--- src/rtl/arduino_rx_pkg.sv ---
// arduino_rx_pkg: shared state type and default sizing for the Arduino frame receiver.
package arduino_rx_pkg;
    typedef enum logic {IDLE, RECV} rx_state_t;
    localparam int FRAME_BITS_DEF  = 256;
    localparam int SYNC_STAGES_DEF = 2;
endpackage

--- src/rtl/sync_rise_det.sv ---
// sync_rise_det: synchroniser plus history flop with a registered rising-edge flag.
// q_sync is the history flop, so it carries the same sample that produced the current rise.
module sync_rise_det #(
    parameter int STAGES = 2
) (
    input  logic clock,
    input  logic reset_n,
    input  logic d_async,
    output logic q_sync,
    output logic rise
);
    logic [STAGES-1:0] sync;
    logic hist;
    always_ff @(posedge clock or negedge reset_n) begin
        if (!reset_n) begin
            sync <= '0;
            hist <= 1'b0;
            rise <= 1'b0;
        end else begin
            sync <= {sync[STAGES-2:0], d_async};
            hist <= sync[STAGES-1];
            rise <= sync[STAGES-1] & ~hist;
        end
    end
    assign q_sync = hist;
endmodule

--- src/rtl/arduino_frame_rx.sv ---
// arduino_frame_rx: receives a FRAME_BITS serial frame over the Arduino 3-wire link into the clock domain.
// Optional ARDUINO_RX_TIMEOUT_EN adds a watchdog that aborts a stalled frame after TIMEOUT_CYCLES.
module arduino_frame_rx
    import arduino_rx_pkg::*;
#(
    parameter int FRAME_BITS     = FRAME_BITS_DEF,
    parameter int SYNC_STAGES    = SYNC_STAGES_DEF,
    parameter int TIMEOUT_CYCLES = 1000000
) (
    input  logic                  clock,
    input  logic                  reset_n,
    input  logic                  arduino_clock,
    input  logic                  arduino_data,
    input  logic                  arduino_latch,
    output logic [FRAME_BITS-1:0] frame_out,
    output logic                  frame_valid,
    output logic                  frame_error,
    output logic                  busy
);
    localparam int CW = $clog2(FRAME_BITS);
    logic clk_s, clk_rise, lat_s, lat_rise, dat_s, data_rise_unused, timeout;
    rx_state_t state;
    logic [CW-1:0] count;
    logic [FRAME_BITS-1:0] shift, next_shift;

    sync_rise_det #(.STAGES(SYNC_STAGES)) u_clk (.clock(clock), .reset_n(reset_n), .d_async(arduino_clock), .q_sync(clk_s), .rise(clk_rise));
    sync_rise_det #(.STAGES(SYNC_STAGES)) u_lat (.clock(clock), .reset_n(reset_n), .d_async(arduino_latch), .q_sync(lat_s), .rise(lat_rise));
    sync_rise_det #(.STAGES(SYNC_STAGES)) u_dat (.clock(clock), .reset_n(reset_n), .d_async(arduino_data), .q_sync(dat_s), .rise(data_rise_unused));

    assign next_shift = {shift[FRAME_BITS-2:0], dat_s};
    assign busy = state == RECV;

`ifdef ARDUINO_RX_TIMEOUT_EN
    localparam int WW = $clog2(TIMEOUT_CYCLES + 1);
    logic [WW-1:0] wd;
    assign timeout = busy && wd == WW'(TIMEOUT_CYCLES);
    always_ff @(posedge clock or negedge reset_n) begin
        if (!reset_n) wd <= '0;
        else wd <= (!busy || lat_rise || clk_rise || timeout) ? '0 : wd + 1'b1;
    end
`else
    assign timeout = 1'b0;
`endif

    // Latch rise has priority, so a bit arriving with it is dropped.
    always_ff @(posedge clock or negedge reset_n) begin
        if (!reset_n) begin
            state       <= IDLE;
            count       <= '0;
            shift       <= '0;
            frame_out   <= '0;
            frame_valid <= 1'b0;
            frame_error <= 1'b0;
        end else begin
            frame_valid <= 1'b0;
            frame_error <= 1'b0;
            if (state == IDLE) begin
                if (lat_rise) begin
                    state <= RECV;
                    count <= '0;
                end
            end else if (lat_rise) begin
                frame_error <= count != '0;
                count       <= '0;
            end else if (timeout) begin
                frame_error <= 1'b1;
                state       <= IDLE;
                count       <= '0;
            end else if (clk_rise && !lat_s) begin
                shift <= next_shift;
                if (count == CW'(FRAME_BITS - 1)) begin
                    frame_out   <= next_shift;
                    frame_valid <= 1'b1;
                    state       <= IDLE;
                    count       <= '0;
                end else begin
                    count <= count + 1'b1;
                end
            end
        end
    end
endmodule
--- config.mk ---
export PLATFORM = sky130hd
export DESIGN_NAME = arduino_frame_rx
export DESIGN_NICKNAME = d
export VERILOG_FILES = /design/src/rtl/arduino_rx_pkg.sv /design/src/rtl/sync_rise_det.sv /design/src/rtl/arduino_frame_rx.sv
export SDC_FILE = /design/constraint.sdc
export NUM_CORES = 1
export LEC_CHECK = 0
export BUFFER_PORTS_ARGS = -buffer_cell sky130_fd_sc_hd__buf_2
export CORE_MARGIN = 2
export CORE_UTILIZATION = 62
export CTS_BUF_LIST = sky130_fd_sc_hd__clkbuf_16
export DETAILED_ROUTE_END_ITERATION = 10
export GPL_ROUTABILITY_DRIVEN = 1
export PLACE_DENSITY = 0.85
export SLEW_MARGIN = 20
export SYNTH_ARGS = -nofsm -noshare
export SYNTH_HDL_FRONTEND = slang
export SYNTH_SLANG_ARGS = --single-unit
--- constraint.sdc ---
create_clock -name clock -period 4.4 [get_ports clock]
set_input_delay 0.66 -clock clock [delete_from_list [all_inputs] [get_ports clock]]
set_output_delay 0.66 -clock clock [all_outputs]
set_load 0.005 [all_outputs]
==> results of run 1 <==
[registers in the layout, indices dropped and copies added (netlist names), 2 cells and up]
signal and cells:
count 8, u_lat.sync 2, u_clk.sync 2, frame_out 256, u_dat.sync 2, shift 255
[power by group]
| part | internal (mW) | switching [mW] | leakage, nW |
|---|---|---|---|
| Clock | 2.40 | 1.77 | 0.813 |
| Combinational | 0.0330 | 0.160 | 5.47 |
| Sequential | 4.92 | 0.0176 | 7.42 |
| Total | 7.36 | 1.95 | 13.7 |
[worst max-delay path by stage]
stage,start,to,slack (ns),depth (start not counted)
2_1_floorplan,u_lat.q_sync$_DFF_PN0_,frame_out[193]$_DFFE_PN0P_,2.63,8
3_3_place_gp,u_lat.q_sync$_DFF_PN0_,frame_out[49]$_DFFE_PN0P_,2.18,5
3_5_place_dp,count[0]$_DFFE_PN0P_,frame_out[3]$_DFFE_PN0P_,2.10,5
4_1_cts,u_lat.q_sync$_DFF_PN0_,frame_out[35]$_DFFE_PN0P_,2.08,5
5_1_grt,count[0]$_DFFE_PN0P_,frame_out[35]$_DFFE_PN0P_,1.93,5
6_report,u_lat.q_sync$_DFF_PN0_,frame_out[3]$_DFFE_PN0P_,2.08,5
[worst max-delay path, stage by stage, from the launching register on]
cell and delay, ns:
dfrtp_1 0.40, and3b_1 0.42, nand2b_4 0.13, nor2_8 0.37, buf_12 0.43, mux2_1 0.39
[layer usage]
layer | vias up | share of wire (%) | GRT usage, %
li1 | 5883 | - | -
met1 | 6411 | 42 | 33.2
met2 | 341 | 50 | 39.7
met3 | 72 | 5.6 | 4.66
met4 | 0 | 2.6 | 7.58
met5 | - | 0 | 0
[metrics by stage]
step	hold slack [ns]	util (%)	setup slack, ns
2_1_floorplan	0.331	-	2.63
3_3_place_gp	0.333	68.1	2.18
3_5_place_dp	0.337	68.1	2.10
4_1_cts	0.194	73.2	2.08
5_1_grt	0.196	73.3	1.93
6_report	0.197	73.3	2.08
[cells by family (layout without fill, tap and decap cells)]
group | Yosys count | count (layout) | synth area share, %
compound gates | 11 | 11 | 0.357
xor+xnor | 5 | 5 | 0.219
simple gates | 792 | 792 | 15.3
fa+ha+maj | 2 | 2 | 0.125
mux | 256 | 256 | 14.4
buf+inv | 89 | 374 | 2.84
flops | 533 | 533 | 66.8
[synth_stat cells]
library cell | count | share of area (%)
nor2_1 | 9 | 0.17
nand2_1 | 769 | 14
nand2b_1 | 1 | 0.031
nor2b_1 | 2 | 0.063
ha_1 | 2 | 0.13
or3_1 | 1 | 0.031
nand3_1 | 1 | 0.025
o2111ai_1 | 3 | 0.13
dfrtp_1 | 533 | 67
clkbuf_1 | 28 | 0.53
a21oi_1 | 4 | 0.10
nand3b_1 | 1 | 0.038
buf_1 | 8 | 0.15
buf_6 | 24 | 1.4
mux2_2 | 55 | 3.1
buf_8 | 2 | 0.15
and3_1 | 1 | 0.031
nor4b_1 | 1 | 0.044
mux2_1 | 201 | 11
or3b_2 | 1 | 0.044
and3b_1 | 1 | 0.044
and4_4 | 1 | 0.056
xor2_1 | 5 | 0.22
a21o_1 | 1 | 0.038
nor3_1 | 1 | 0.025
inv_1 | 2 | 0.038
buf_2 | 25 | 0.63
nand4_4 | 1 | 0.11
nor2_8 | 1 | 0.10
o21ai_0 | 2 | 0.050
o21bai_1 | 1 | 0.038
[final cells by class]
type / instances / area [sq um]
flip-flops and latches: 533 / 13300
well taps: 402 / 503
multi-input cells: 1066 / 6090
clock buffers: 53 / 1330
clock inverters: 38 / 279
repair buffers: 281 / 1640
inverters: 2 / 7.51
fillers: 2036 / 8450
==> flow_summary_export.csv, run 1 <==
group,metric,value,unit
drt,drt_iter0_markers,822,
clocking,cts_tree,"built",
die,ios,264,
timing,slew_viol_final,0,
clocking,cts-resized-gates,0,
placement,dp_hpwl,24.3,mm
final_layout,layout-drive-gt1-share,21.0,%
placement,place_area,21600,sq um
timing,layout_min_cycle_time,2.32,ns
yosys,synthCells,1688,
global_routing,antenna_found_initial,0,
die,die_area,33700,sq um
yosys,netlist_area,20000,sq um
run_status,status,"complete, no violations",
setup_path,criticalPathCategory,"reg2reg",
clocking,cts_hold_buf,0,
yosys,synth_warnings,0,
die,core-area,31600,sq um
placement,routabilityCongestion,0.791,
setup_path,worstRegToRegCells,5,
drt,wire_per_inst,16.8,um
final_layout,instances_no_fill,2375,
yosys,ys_types,31,
power,power.total,9.30,mW
final_layout,finalNetCount,1942,
placement,dp_cells,2283,
min_path,hp-class,"in2async",
yosys,ys_ff_latch,533,
global_routing,track_usage,24.2,%
setup_path,timing.rr.end,"frame_out[3]$_DFFE_PN0P_",
global_routing,gr-total-overflow,0,
clocking,cts_buffers,51,
power,leakage,13.7,nW
die,start_util,63.1,%
clocking,h-tree-depth,2,
timing,tightest_slew,0.887,ns
clocking,cts_buffer_depth,3,
setup_path,end_kind,"flip-flop",
timing,fin_crit_sh,52.7,%
clocking,cts_setup_buffers,0,
clocking,cts_root_buf,"clkbuf_16",
power,peakVddDrop,325,uV
global_routing,grt_max_degree,256,
timing,fmax,431,MHz
final_layout,diodes,0,
clocking,clkTransAtPathRegs,0.06,ns
setup_path,cp_max_fo,79,
timing,rsz0062_at_grt,"no",
drt,totalWireLength,40.0,mm
final_layout,fin_area,23200,sq um
setup_path,r2r_start,"u_lat.q_sync$_DFF_PN0_",
drt,drc,0,
yosys,ys_seq_area_share,66.8,%
timing,finClkSkew,0.0103,ns
setup_path,cp.arrival,2.74,ns
setup_path,required,4.82,ns
timing,max-slew-margin-rel,40.8,%
drt,via_count,12700,
setup_path,r2r_setup_slack,2.08,ns
clocking,clock_latency,0.54,ns
drt,final_antenna_net_count,0,
final_layout,area_growth,16.1,%
global_routing,grt_pass1_wl,66.2,mm
setup_path,worstSetupStartpointType,"flip-flop",
die,rows,65,
placement,numPortBuffers,263,
power,powerDensity,401,nW/um^2
final_layout,final_cell_mix,"769 x nand2_1, 533 x dfrtp_1, 262 x buf_2, 201 x mux2_1, 55 x mux2_2",
global_routing,first_global_vias,13000,
timing,fin_tns_setup,0,ns
drt,dr.pass1.iters,5,
drt,viasPerCell,5.35,
die,die_y,184,um
final_layout,final_common_cell,"nand2_1",
timing,finalHoldViolCount,0,
yosys,synth_area_per_cell,11.8,sq um
timing,setup_viol,0,
clocking,clock_sinks,533,
flow_run,max_cap_viol_count,0,
die,fp.dieW,184,um
yosys,syn_nets,1695,
No activity file was read; power rests on OpenSTA's default activity.
==> run 2: changes to the inputs <==
Settings changed: CORE_UTILIZATION 62 to 52, PLACE_DENSITY 0.85 to 0.76.
Clock period 4.4 ns to 2.1 ns, I/O delays scaled along.
==> run 2 against run 1 <==
  * Critical endpoint is now frame_out[51]$_DFFE_PN0P_
  * Largest cell class unchanged
  * Utilization shrank 11 points
  * Global-route usage is 3.6 points lower
  * Final area rose by 2.2%
  * Setup slack got worse by 2.0 ns
  * Combinational power grew 130%
  * Cell count up 5.9%
  * Clock-buffer cell count is 3 lower
  * Wire length up 1.4%
  * Total power is 110% higher
==> flow_summary_export.csv, run 2 (synthesis results as in run 1) <==
group,metric,value,unit
placement,numPortBuffers,263,
timing,setup_viol,0,
drt,wire_per_inst,16.1,um
global_routing,grt_pass1_wl,66.1,mm
timing,finalHoldViolCount,0,
setup_path,worstSetupStartpointType,"flip-flop",
clocking,cts_buffers,50,
die,fp.dieW,200,um
drt,viasPerCell,5.05,
die,ios,264,
drt,drt_iter0_markers,631,
drt,totalWireLength,40.5,mm
die,die_y,200,um
setup_path,end_kind,"flip-flop",
placement,routabilityCongestion,0.808,
timing,finClkSkew,0.0239,ns
power,power.total,19.7,mW
global_routing,antenna_found_initial,0,
setup_path,criticalPathCategory,"reg2reg",
drt,final_antenna_net_count,0,
drt,drc,0,
global_routing,grt_max_degree,121,
power,powerDensity,830,nW/um^2
timing,fin_tns_setup,0,ns
timing,max-slew-margin-rel,61.0,%
placement,pre_cts_ws,0.104,ns
final_layout,finalNetCount,1972,
timing,worst_slack,0.0942,ns
final_layout,area_growth,18.6,%
global_routing,track_usage,20.6,%
power,peakVddDrop,630,uV
final_layout,reg_top3,"frame_out (256), shift (255), count (8)",
timing,fmax,499,MHz
final_layout,fill_cells,2881,
power,leakage,13.9,nW
global_routing,first_global_vias,12900,
drt,via_count,12700,
final_layout,final_common_cell,"nand2_1",
clocking,cts_buffer_depth,3,
min_path,hp-class,"in2async",
clocking,clock_sinks,533,
die,start_util,52.9,%
final_layout,layout-drive-gt1-share,22.1,%
setup_path,cp_max_fo,31,
clocking,h-tree-depth,2,
timing,fin_crit_sh,95.5,%
global_routing,gr-total-overflow,0,
setup_path,cp.arrival,2.45,ns
final_layout,largest_reg_flops,256,
final_layout,diodes,0,
final_layout,final_cell_mix,"769 x nand2_1, 532 x dfrtp_1, 262 x buf_2, 201 x mux2_1, 55 x mux2_2",
clocking,cts_tree,"built",
timing,tightest_slew,0.585,ns
final_layout,top_register,"frame_out",
setup_path,required,2.55,ns
final_layout,fin_area,23700,sq um
die,die_area,40000,sq um
clocking,clock_latency,0.59,ns
timing,layout_min_cycle_time,2.01,ns
timing,slew_viol_final,0,
die,core-area,37800,sq um
timing,rsz0062_at_grt,"no",
placement,dp_hpwl,26.3,mm
die,rows,71,
flow_run,max_cap_viol_count,0,
run_status,status,"complete, no violations",
drt,dr.pass1.iters,5,
placement,place_area,22000,sq um
clocking,cts_root_buf,"clkbuf_16",
clocking,clkTransAtPathRegs,0.06,ns
[run 2: cell count changes in the layout (fill, tap and decap cells not counted), moves of 2 or more]
cell / before / now
clkinvlp_4: 5 / 1
bufinv_16: 4 / 6
buf_12: 13 / 25
buf_4: 4 / 20
inv_1: 11 / 8
dlygate4sd3_1: 0 / 4
clkinv_1: 10 / 12
clkbuf_16: 53 / 50
inv_6: 0 / 2
[run 2: power breakdown]
group | leakage (nW) | total [mW] | internal, mW | switching [mW]
clock network | 0.815 | 8.87 | 5.07 | 3.80
registers | 7.42 | 10.4 | 10.3 | 0.0370
logic | 5.66 | 0.451 | 0.102 | 0.350
[run 2: stage by stage]
stage | util [%] | hold WS [ns] | instances
after floorplan | - | 0.0194 | 1688
after global placement | 58.4 | 0.274 | 2420
after detailed placement | 58.4 | 0.274 | 2420
after CTS | 62.8 | 0.231 | 2514
after global routing | 62.8 | 0.268 | 2514
final | 62.8 | 0.256 | 2514
[run 2: worst paths after layout]
path | slack [ns] | to | from | cells after the start
setup / recovery | 0.09 | frame_out[51]$_DFFE_PN0P_ | count[3]$_DFFE_PN0P_ | 6
hold / removal | 0.26 | frame_out[16]$_DFFE_PN0P_ | reset_n | 2
setup reg to reg | 0.09 | frame_out[51]$_DFFE_PN0P_ | count[3]$_DFFE_PN0P_ | 6
hold reg to reg | 0.35 | u_dat.q_sync$_DFF_PN0_ | u_dat.sync[1]$_DFF_PN0_ | 0
max in group asynchronous | 1.11 | shift[156]$_DFFE_PN0P_ | reset_n | 4
min in group clock | 0.35 | u_dat.q_sync$_DFF_PN0_ | u_dat.sync[1]$_DFF_PN0_ | 0
[run 2: metal layers]
metal	global-route usage [%]	wire length, um
met1	27.7	17700
met2	34.5	20300
met3	3.51	1670
met4	6.97	914
met5	0	0
[run 2: cell type report]
| type | instances | area [sq um] | share of cell area [%] |
|---|---|---|---|
| Sequential cell | 533 | 13300 | 56.3 |
| Timing Repair Buffer | 312 | 2020 | 8.51 |
| Clock inverter | 40 | 353 | 1.49 |
| Tap cell | 511 | 639 | 2.70 |
| Clock buffer | 50 | 1250 | 5.28 |
| Inverter | 2 | 7.51 | 0.0317 |
| Multi-Input combinational cell | 1066 | 6090 | 25.7 |
[run 2: worst max-delay path: stages, from the launching register on]
cell and delay [ns]:
dfrtp_1 0.44, and4_4 0.28, nand4_4 0.17, nor2_8 0.18
buf_12 0.20, buf_12 0.22, mux2_1 0.36
[run 2: repair_timing]
action                                 in CTS  in global routing
hold buffers                                4                  0
setup endpoints to repair                   0                  5
buffers inserted                            0                  0
endpoints found under the hold margin      37                  0
gates resized for setup                     0                  1
